[src/rtl/rx_slicer_ber_qi_pkg.sv]
// rtl/rx_slicer_ber_qi_pkg.sv - shared constants and types for the I/Q slicer BER checker
// Contents:
//   PRBS_TAP_A/B  : PRBS9 polynomial taps (x^9 + x^5 + 1)
//   DEF_WINDOW    : default bits per lock/loss evaluation window
//   DEF_LOCK_THR  : default max window errors to declare lock
//   DEF_LOSS_THR  : default window errors above which lock is dropped
//   chk_state_t   : checker FSM state encoding
package rx_slicer_ber_qi_pkg;

  localparam int PRBS_TAP_A   = 9;
  localparam int PRBS_TAP_B   = 5;

  localparam int DEF_WINDOW   = 128;
  localparam int DEF_LOCK_THR = 4;
  localparam int DEF_LOSS_THR = 32;

  typedef enum logic [1:0] {
    ST_LOAD   = 2'd0,
    ST_CHECK  = 2'd1,
    ST_LOCKED = 2'd2
  } chk_state_t;

endpackage

[src/rtl/rx_slicer_ber_qi_checker.sv]
// rtl/rx_slicer_ber_qi_checker.sv - self-synchronising PRBS9 checker with windowed lock and BER counters
// Ports:
//   clock, i_reset   : clock, synchronous active-high reset
//   i_enable         : global enable, all state holds when low
//   i_bit            : received hard bit
//   i_bit_valid      : i_bit is meaningful this cycle
//   i_clear          : zeroes the error/bit counters only
//   o_lock           : checker locked
//   o_err_count      : saturating mismatch count while locked
//   o_bit_count      : saturating compared-bit count while locked
module prbs9_sync_checker
  import rx_slicer_ber_qi_pkg::*;
#(
  parameter int NB_COUNT = 32,
  parameter int WINDOW   = DEF_WINDOW,
  parameter int LOCK_THR = DEF_LOCK_THR,
  parameter int LOSS_THR = DEF_LOSS_THR
) (
  input  logic                clock,
  input  logic                i_reset,
  input  logic                i_enable,
  input  logic                i_bit,
  input  logic                i_bit_valid,
  input  logic                i_clear,
  output logic                o_lock,
  output logic [NB_COUNT-1:0] o_err_count,
  output logic [NB_COUNT-1:0] o_bit_count
);

  localparam int NB_WIN = (WINDOW > 1) ? $clog2(WINDOW) : 1;
  localparam logic [NB_WIN-1:0] WIN_LAST  = NB_WIN'(WINDOW - 1);
  localparam logic [NB_WIN:0]   LOCK_LIM  = (NB_WIN + 1)'(LOCK_THR);
  localparam logic [NB_WIN:0]   LOSS_LIM  = (NB_WIN + 1)'(LOSS_THR);
  localparam logic [3:0]        LOAD_LAST = 4'(PRBS_TAP_A - 1);

  chk_state_t                r_state;
  chk_state_t                w_state_next;
  logic [PRBS_TAP_A-1:0]     r_lfsr;
  logic [3:0]                r_load_cnt;
  logic [NB_WIN-1:0]         r_win_cnt;
  logic [NB_WIN:0]           r_win_err;
  logic [NB_COUNT-1:0]       r_err_count;
  logic [NB_COUNT-1:0]       r_bit_count;

  logic                      w_adv;
  logic                      w_pred;
  logic                      w_miss;
  logic                      w_win_end;
  logic [NB_WIN:0]           w_win_err_tot;

  assign w_adv         = i_enable && i_bit_valid;
  assign w_pred        = r_lfsr[PRBS_TAP_A-1] ^ r_lfsr[PRBS_TAP_B-1];
  assign w_miss        = i_bit ^ w_pred;
  assign w_win_end     = (r_win_cnt == WIN_LAST);
  // Error total including the bit being compared right now.
  assign w_win_err_tot = r_win_err + {{NB_WIN{1'b0}}, w_miss};

  always_comb begin
    w_state_next = r_state;
    if (w_adv) begin
      unique case (r_state)
        ST_LOAD:   if (r_load_cnt == LOAD_LAST) w_state_next = ST_CHECK;
        ST_CHECK:  if (w_win_end) w_state_next = (w_win_err_tot <= LOCK_LIM) ? ST_LOCKED : ST_LOAD;
        ST_LOCKED: if (w_win_end && (w_win_err_tot > LOSS_LIM)) w_state_next = ST_LOAD;
        default:   w_state_next = ST_LOAD;
      endcase
    end
  end

  always_ff @(posedge clock) begin
    if (i_reset) begin
      r_state     <= ST_LOAD;
      r_lfsr      <= '0;
      r_load_cnt  <= '0;
      r_win_cnt   <= '0;
      r_win_err   <= '0;
      r_err_count <= '0;
      r_bit_count <= '0;
    end else if (i_enable) begin
      r_state <= w_state_next;
      if (w_adv) begin
        if (r_state == ST_LOAD) begin
          // Seeding: the received stream becomes the LFSR contents.
          r_lfsr     <= {r_lfsr[PRBS_TAP_A-2:0], i_bit};
          r_load_cnt <= (r_load_cnt == LOAD_LAST) ? 4'd0 : r_load_cnt + 4'd1;
          r_win_cnt  <= '0;
          r_win_err  <= '0;
        end else begin
          // Free-running: feed back the prediction so a single received
          // error cannot propagate into later predictions.
          r_lfsr     <= {r_lfsr[PRBS_TAP_A-2:0], w_pred};
          r_load_cnt <= '0;
          if (w_win_end) begin
            r_win_cnt <= '0;
            r_win_err <= '0;
          end else begin
            r_win_cnt <= r_win_cnt + 1'b1;
            r_win_err <= w_win_err_tot;
          end
        end
      end
      if (i_clear) begin
        r_err_count <= '0;
        r_bit_count <= '0;
      end else if (w_adv && (r_state == ST_LOCKED)) begin
        if (r_bit_count != '1) r_bit_count <= r_bit_count + 1'b1;
        if (w_miss && (r_err_count != '1)) r_err_count <= r_err_count + 1'b1;
      end
    end
  end

  assign o_lock      = (r_state == ST_LOCKED);
  assign o_err_count = r_err_count;
  assign o_bit_count = r_bit_count;

endmodule

[src/rtl/rx_slicer_ber_qi.sv]
// rtl/rx_slicer_ber_qi.sv - I/Q decimator, hard slicer and per-channel PRBS9 BER checkers
// Ports:
//   clock, i_reset        : clock, synchronous active-high reset
//   i_enable              : global enable, all state holds when low
//   i_valid               : one oversampled sample per high cycle
//   i_sample_I/Q          : signed filter outputs S(NB_INPUT, NB_INPUT-1)
//   i_phase               : decimation phase select
//   i_clear               : zeroes the error/bit counters only
//   o_bit_valid           : one-cycle pulse per decimated symbol
//   o_bit_I/Q             : sliced bits (negative sample -> 1)
//   o_lock_I/Q            : checker lock per channel
//   o_err_count_I/Q       : bit errors while locked
//   o_bit_count_I/Q       : bits compared while locked
module rx_slicer_ber_qi
  import rx_slicer_ber_qi_pkg::*;
#(
  parameter int NB_INPUT     = 8,
  parameter int OVERSAMPLING = 4,
  parameter int NB_COUNT     = 32,
  parameter int WINDOW       = DEF_WINDOW,
  parameter int LOCK_THR     = DEF_LOCK_THR,
  parameter int LOSS_THR     = DEF_LOSS_THR
) (
  input  logic                              clock,
  input  logic                              i_reset,
  input  logic                              i_enable,
  input  logic                              i_valid,
  input  logic signed [NB_INPUT-1:0]        i_sample_I,
  input  logic signed [NB_INPUT-1:0]        i_sample_Q,
  input  logic [$clog2(OVERSAMPLING)-1:0]   i_phase,
  input  logic                              i_clear,
  output logic                              o_bit_valid,
  output logic                              o_bit_I,
  output logic                              o_bit_Q,
  output logic                              o_lock_I,
  output logic                              o_lock_Q,
  output logic [NB_COUNT-1:0]               o_err_count_I,
  output logic [NB_COUNT-1:0]               o_err_count_Q,
  output logic [NB_COUNT-1:0]               o_bit_count_I,
  output logic [NB_COUNT-1:0]               o_bit_count_Q
);

  localparam int NB_PHASE = $clog2(OVERSAMPLING);

  logic [NB_PHASE-1:0] r_sample_cnt;
  logic                r_bit_valid;
  logic                r_bit_I;
  logic                r_bit_Q;
  logic                w_strobe;
  logic                w_unused;

  // Slicing only needs the sign; the magnitude bits are intentionally ignored.
  assign w_unused = ^{i_sample_I[NB_INPUT-2:0], i_sample_Q[NB_INPUT-2:0]};

  assign w_strobe = i_enable && i_valid && (r_sample_cnt == i_phase);

  // OVERSAMPLING is a power of two, so the counter wraps on its own.
  always_ff @(posedge clock) begin
    if (i_reset) begin
      r_sample_cnt <= '0;
      r_bit_valid  <= 1'b0;
      r_bit_I      <= 1'b0;
      r_bit_Q      <= 1'b0;
    end else if (i_enable) begin
      if (i_valid) r_sample_cnt <= r_sample_cnt + 1'b1;
      r_bit_valid <= w_strobe;
      if (w_strobe) begin
        r_bit_I <= i_sample_I[NB_INPUT-1];
        r_bit_Q <= i_sample_Q[NB_INPUT-1];
      end
    end
  end

  prbs9_sync_checker #(
    .NB_COUNT (NB_COUNT),
    .WINDOW   (WINDOW),
    .LOCK_THR (LOCK_THR),
    .LOSS_THR (LOSS_THR)
  ) u_chk_I (
    .clock       (clock),
    .i_reset     (i_reset),
    .i_enable    (i_enable),
    .i_bit       (r_bit_I),
    .i_bit_valid (r_bit_valid),
    .i_clear     (i_clear),
    .o_lock      (o_lock_I),
    .o_err_count (o_err_count_I),
    .o_bit_count (o_bit_count_I)
  );

  prbs9_sync_checker #(
    .NB_COUNT (NB_COUNT),
    .WINDOW   (WINDOW),
    .LOCK_THR (LOCK_THR),
    .LOSS_THR (LOSS_THR)
  ) u_chk_Q (
    .clock       (clock),
    .i_reset     (i_reset),
    .i_enable    (i_enable),
    .i_bit       (r_bit_Q),
    .i_bit_valid (r_bit_valid),
    .i_clear     (i_clear),
    .o_lock      (o_lock_Q),
    .o_err_count (o_err_count_Q),
    .o_bit_count (o_bit_count_Q)
  );

  assign o_bit_valid = r_bit_valid;
  assign o_bit_I     = r_bit_I;
  assign o_bit_Q     = r_bit_Q;

endmodule

[config.mk]
export PLATFORM = sky130hd
export DESIGN_NAME = rx_slicer_ber_qi
export DESIGN_NICKNAME = d
export VERILOG_FILES = /design/src/rtl/rx_slicer_ber_qi_pkg.sv /design/src/rtl/rx_slicer_ber_qi_checker.sv /design/src/rtl/rx_slicer_ber_qi.sv
export SDC_FILE = /design/constraint.sdc
export NUM_CORES = 1
export LEC_CHECK = 0
export ABC_AREA = 1
export ABC_CLOCK_PERIOD_IN_PS = 3300
export BUFFER_PORTS_ARGS = -buffer_cell sky130_fd_sc_hd__buf_2
export CELL_PAD_IN_SITES_DETAIL_PLACEMENT = 0
export CELL_PAD_IN_SITES_GLOBAL_PLACEMENT = 2
export CORE_ASPECT_RATIO = 1.2
export CORE_MARGIN = 2
export CORE_UTILIZATION = 33
export DETAILED_ROUTE_END_ITERATION = 7
export MAX_ROUTING_LAYER = met4
export PLACE_DENSITY_LB_ADDON = 0.1
export SLEW_MARGIN = 25
export SYNTH_ARGS = -nofsm -noshare
export SYNTH_HDL_FRONTEND = slang
export SYNTH_SLANG_ARGS = --single-unit
[constraint.sdc]
create_clock -name clock -period 3.3 [get_ports clock]
set_clock_uncertainty 0.2 [all_clocks]
set_input_delay 0.33 -clock clock [delete_from_list [all_inputs] [get_ports clock]]
set_output_delay 0.33 -clock clock [all_outputs]
set_load 0.1 [all_outputs]
==> metrics.md <==
| Metric | Value |
|---|---|
| RSZ-0062 raised after global routing | `no` |
| Setup_tns | `0 ns` |
| Worst-path maximum fanout | `3` |
| Final hold vios | `0` |
| Ys Warns | `0` |
| DR DRC count | `0` |
| Tcrit/Tclk final | `82.4%` |
| FFs w/ async S/R, synth | `0%` |
| PortBufs | `141` |
| Proportion of synthesized area in mux cells | `0%` |
| Final Cell Area | `0.0135 mm2` |
| Nets | `2,114` |
| Vias in the first global route | `11,300` |
| Compound-Gate Fraction of Synth Area | `7.90%` |
| Pwr per Cell Area | `367 mW/mm2` |
| Post-Synthesis Cells | `1,962` |
| HPWL Detailed | `26,300 um` |
| DR vias/cell | `4.71` |
| Synth Flop Type | `dfxtp_1` |
| Initial DRC Count | `586` |
| Crit path DAT | `2.88 ns` |
| GP Congestion | `0.823` |
| Req. time, crit path | `3.46 ns` |
| Post-synthesis sequential area ratio | `32.7%` |
| CTS tree | `yes` |
| Die Y-Extent | `211 um` |
| Core ar. | `0.0352 mm2` |
| Final setup viols | `0` |
| Die width | `177 um` |
| Largest net degree at the start of global routing | `75` |
| WL final | `37,100 um` |
| Hold WC Path Type | `primary input to flip-flop` |
| Crit path kind | `flip-flop to flip-flop` |
| Worst skew pair latency | `0.47 ns` |
| Max_cap viols | `0` |
| Area Growth Syn to Fin | `14.3%` |
| Worst-Margin Slew | `0.960 ns` |
| H-tree depth | `4` |
| FMAX | `368 MHz` |
| Leak | `5.15 nW` |
| Initial antenna violation count | `0` |
| Setup crit end kind | `flip-flop` |
| XOR/XNOR Fraction of Synth Area | `5.48%` |
| Clock Sinks | `193` |
| M3 GR Usage | `2.84%` |
| Wire per inst | `14.5 um` |
| Synthesized area per cell | `6.03 um2` |
| Post-synth EDFFs | `0` |
| CTS Buffer Depth | `2` |
| Register-to-register setup slack | `0.58 ns` |
| Seq cells post-synth | `193` |
| Synth top area share | `32.7%` |
| Gr busiest metal | `met2` |
| Placed cell area | `0.0129 mm2` |
| Slew headroom | `36.0%` |
| Tmin final | `2.72 ns` |
| Clk pwr share | `46.7%` |
| Simple-gate share of the synthesized area | `43.8%` |
| Layout cells sized above 1 | `10.9%` |
| CTS Root Cell | `clkbuf_16` |
| Initial core utilization | `33.6%` |
| Adder-cell area share of the yosys netlist | `1.48%` |
| Setup Buffers After CTS | `0` |
| GRT Resource Usage Total | `20.7%` |
| Vias | `12,000` |
| Synth top area cells | `dfxtp_1 33%, nand2_1 20%, nor2_1 14%, nand3_1 5.7%, inv_1 5.5%` |
| Grt ovf | `0` |
| CTS buffer count | `17` |
| # IOs | `156` |
| Largest area contributor in the netlist | `dfxtp_1` |
| Post-DRT Antenna Nets | `0` |
| Hold Slack | `0.0342 ns` |
| Cell variety after synth | `45` |
| Status | `finished clean` |
| Max VDD drop | `0.000299 V` |
| M2 GR Usage | `33.7%` |
| GR Layer Usage met1 | `26.8%` |
| Switching share of total power | `26.7%` |
| Count of final max-slew check failures | `0` |
| Synthesized cell area | `0.0118 mm2` |
| Core Rows | `75` |
| Syn nets | `1,999` |
| P_sw | `0.00132 W` |
| CTS clock-pin slew for the worst setup and hold paths | `0.08 ns` |
| Die area | `0.0374 mm2` |
| Pint | `0.00364 W` |
| First-pass DRT Iterations | `5` |
| First-pass GRT wire length | `59,900 um` |
| CP Launch Type | `flip-flop` |
| Post-cts resize count | `0` |
| Post-CTS Hold Fix Bufs | `2` |
| Commonest cells after routing, fill and taps aside | `624 x nand2_1, 427 x nor2_1, 193 x dfxtp_1` |
| Seq pwr share | `47.4%` |
| Antenna Cells | `0` |
| Largest family of logic cells by synthesized area | `simple AND/OR/NAND/NOR gates` |
| Most common cell after layout, fill and taps aside | `nand2_1` |
| Comb pwr share | `5.9%` |
[routing by layer]
metal	routed length, um	vias up
met4	474	0
li1	-	6356
met1	18000	5485
met2	17600	149
met5	0	-
met3	1020	23
[state kept, by name, summed over array words and instances, names as in the netlist, 8 cells and up]
register / flops
u_chk_I.o_err_count: 32
u_chk_I.r_lfsr: 9
u_chk_Q.r_win_err: 8
u_chk_I.r_win_err: 8
u_chk_Q.r_lfsr: 9
u_chk_Q.o_bit_count: 32
u_chk_I.o_bit_count: 32
u_chk_Q.o_err_count: 32
[cells in the mapped netlist (2+ instances only)]
cell	n
dfxtp_1	193
nand3_1	134
o211ai_1	2
inv_2	5
xor2_1	43
nor2_4	5
nor2_2	8
ha_1	14
nand2_4	4
o21ai_0	32
nand3b_1	3
a31oi_1	2
a211oi_1	2
inv_1	174
nor2_1	427
a21oi_1	129
nand2_1	624
nor3b_1	4
buf_2	8
xnor2_1	31
clkbuf_1	33
nand2_2	10
nor4_1	3
buf_8	2
nand4_1	18
o21bai_1	3
buf_6	11
buf_1	5
nor3_1	17
[power groups by stage]
stage / clock network (W) / logic [W] / registers [W]
after global routing: 0.00247 / 0.000324 / 0.00236
after CTS: 0.00240 / 0.000300 / 0.00235
after floorplan: 0 / 0.000173 / 0.00245
after global placement: 0 / 0.000297 / 0.00241
after detailed placement: 0 / 0.000297 / 0.00241
final: 0.00232 / 0.000293 / 0.00235
[worst paths after layout]
kind,endpoint,start,cells after the start
worst min register to register,u_chk_I.r_win_cnt[6],u_chk_I.r_win_cnt[6],2
worst max register to register,u_chk_Q.r_state[1],u_chk_Q.r_lfsr[4],12
worst max-delay path,u_chk_Q.r_state[1],u_chk_Q.r_lfsr[4],12
worst min-delay path,o_bit_valid,i_enable,4
[final cells by class]
class / instances / area (um2)
Clock buffer: 18 / 439
Clock inverter: 14 / 194
Fill cell: 3986 / 21700
Inverter: 180 / 676
Multi-Input combinational cell: 1529 / 6940
Sequential cell: 193 / 3860
Tap cell: 462 / 578
Timing Repair Buffer: 156 / 826
[critical path, stage by stage, from the launching register on]
cell     delay [ns]
dfxtp_1        0.36
xor2_1         0.21
xor2_1         0.48
ha_1           0.27
ha_1           0.18
nand3_1        0.16
nor2_1         0.16
xor2_1         0.28
inv_1          0.07
nand2_1        0.06
nor2_1         0.05
nor2_1         0.08
a21oi_1        0.07
[through the flow]
stage / instances / total power [W] / util, % / setup WS [ns]
2_1_floorplan: 1962 / 0.00263 / - / 0.337
5_1_grt: 2552 / 0.00515 / 38.4 / 0.354
3_5_place_dp: 2518 / 0.00270 / 36.6 / 0.559
3_3_place_gp: 2518 / 0.00270 / 36.6 / 0.542
4_1_cts: 2552 / 0.00505 / 38.4 / 0.534
6_report: 2552 / 0.00496 / 38.4 / 0.581
[kinds of logic (layout without fill, tap and decap cells)]
logic type | Yosys count | after routing
XOR/XNOR | 74 | 74
AO/OA/AOI/OAI | 177 | 177
flip-flops | 193 | 193
adder cells (fa/ha/maj) | 14 | 14
buffers and inverters | 240 | 368
AND/OR/NAND/NOR | 1264 | 1264
No activity file was read; power rests on OpenSTA's default activity.
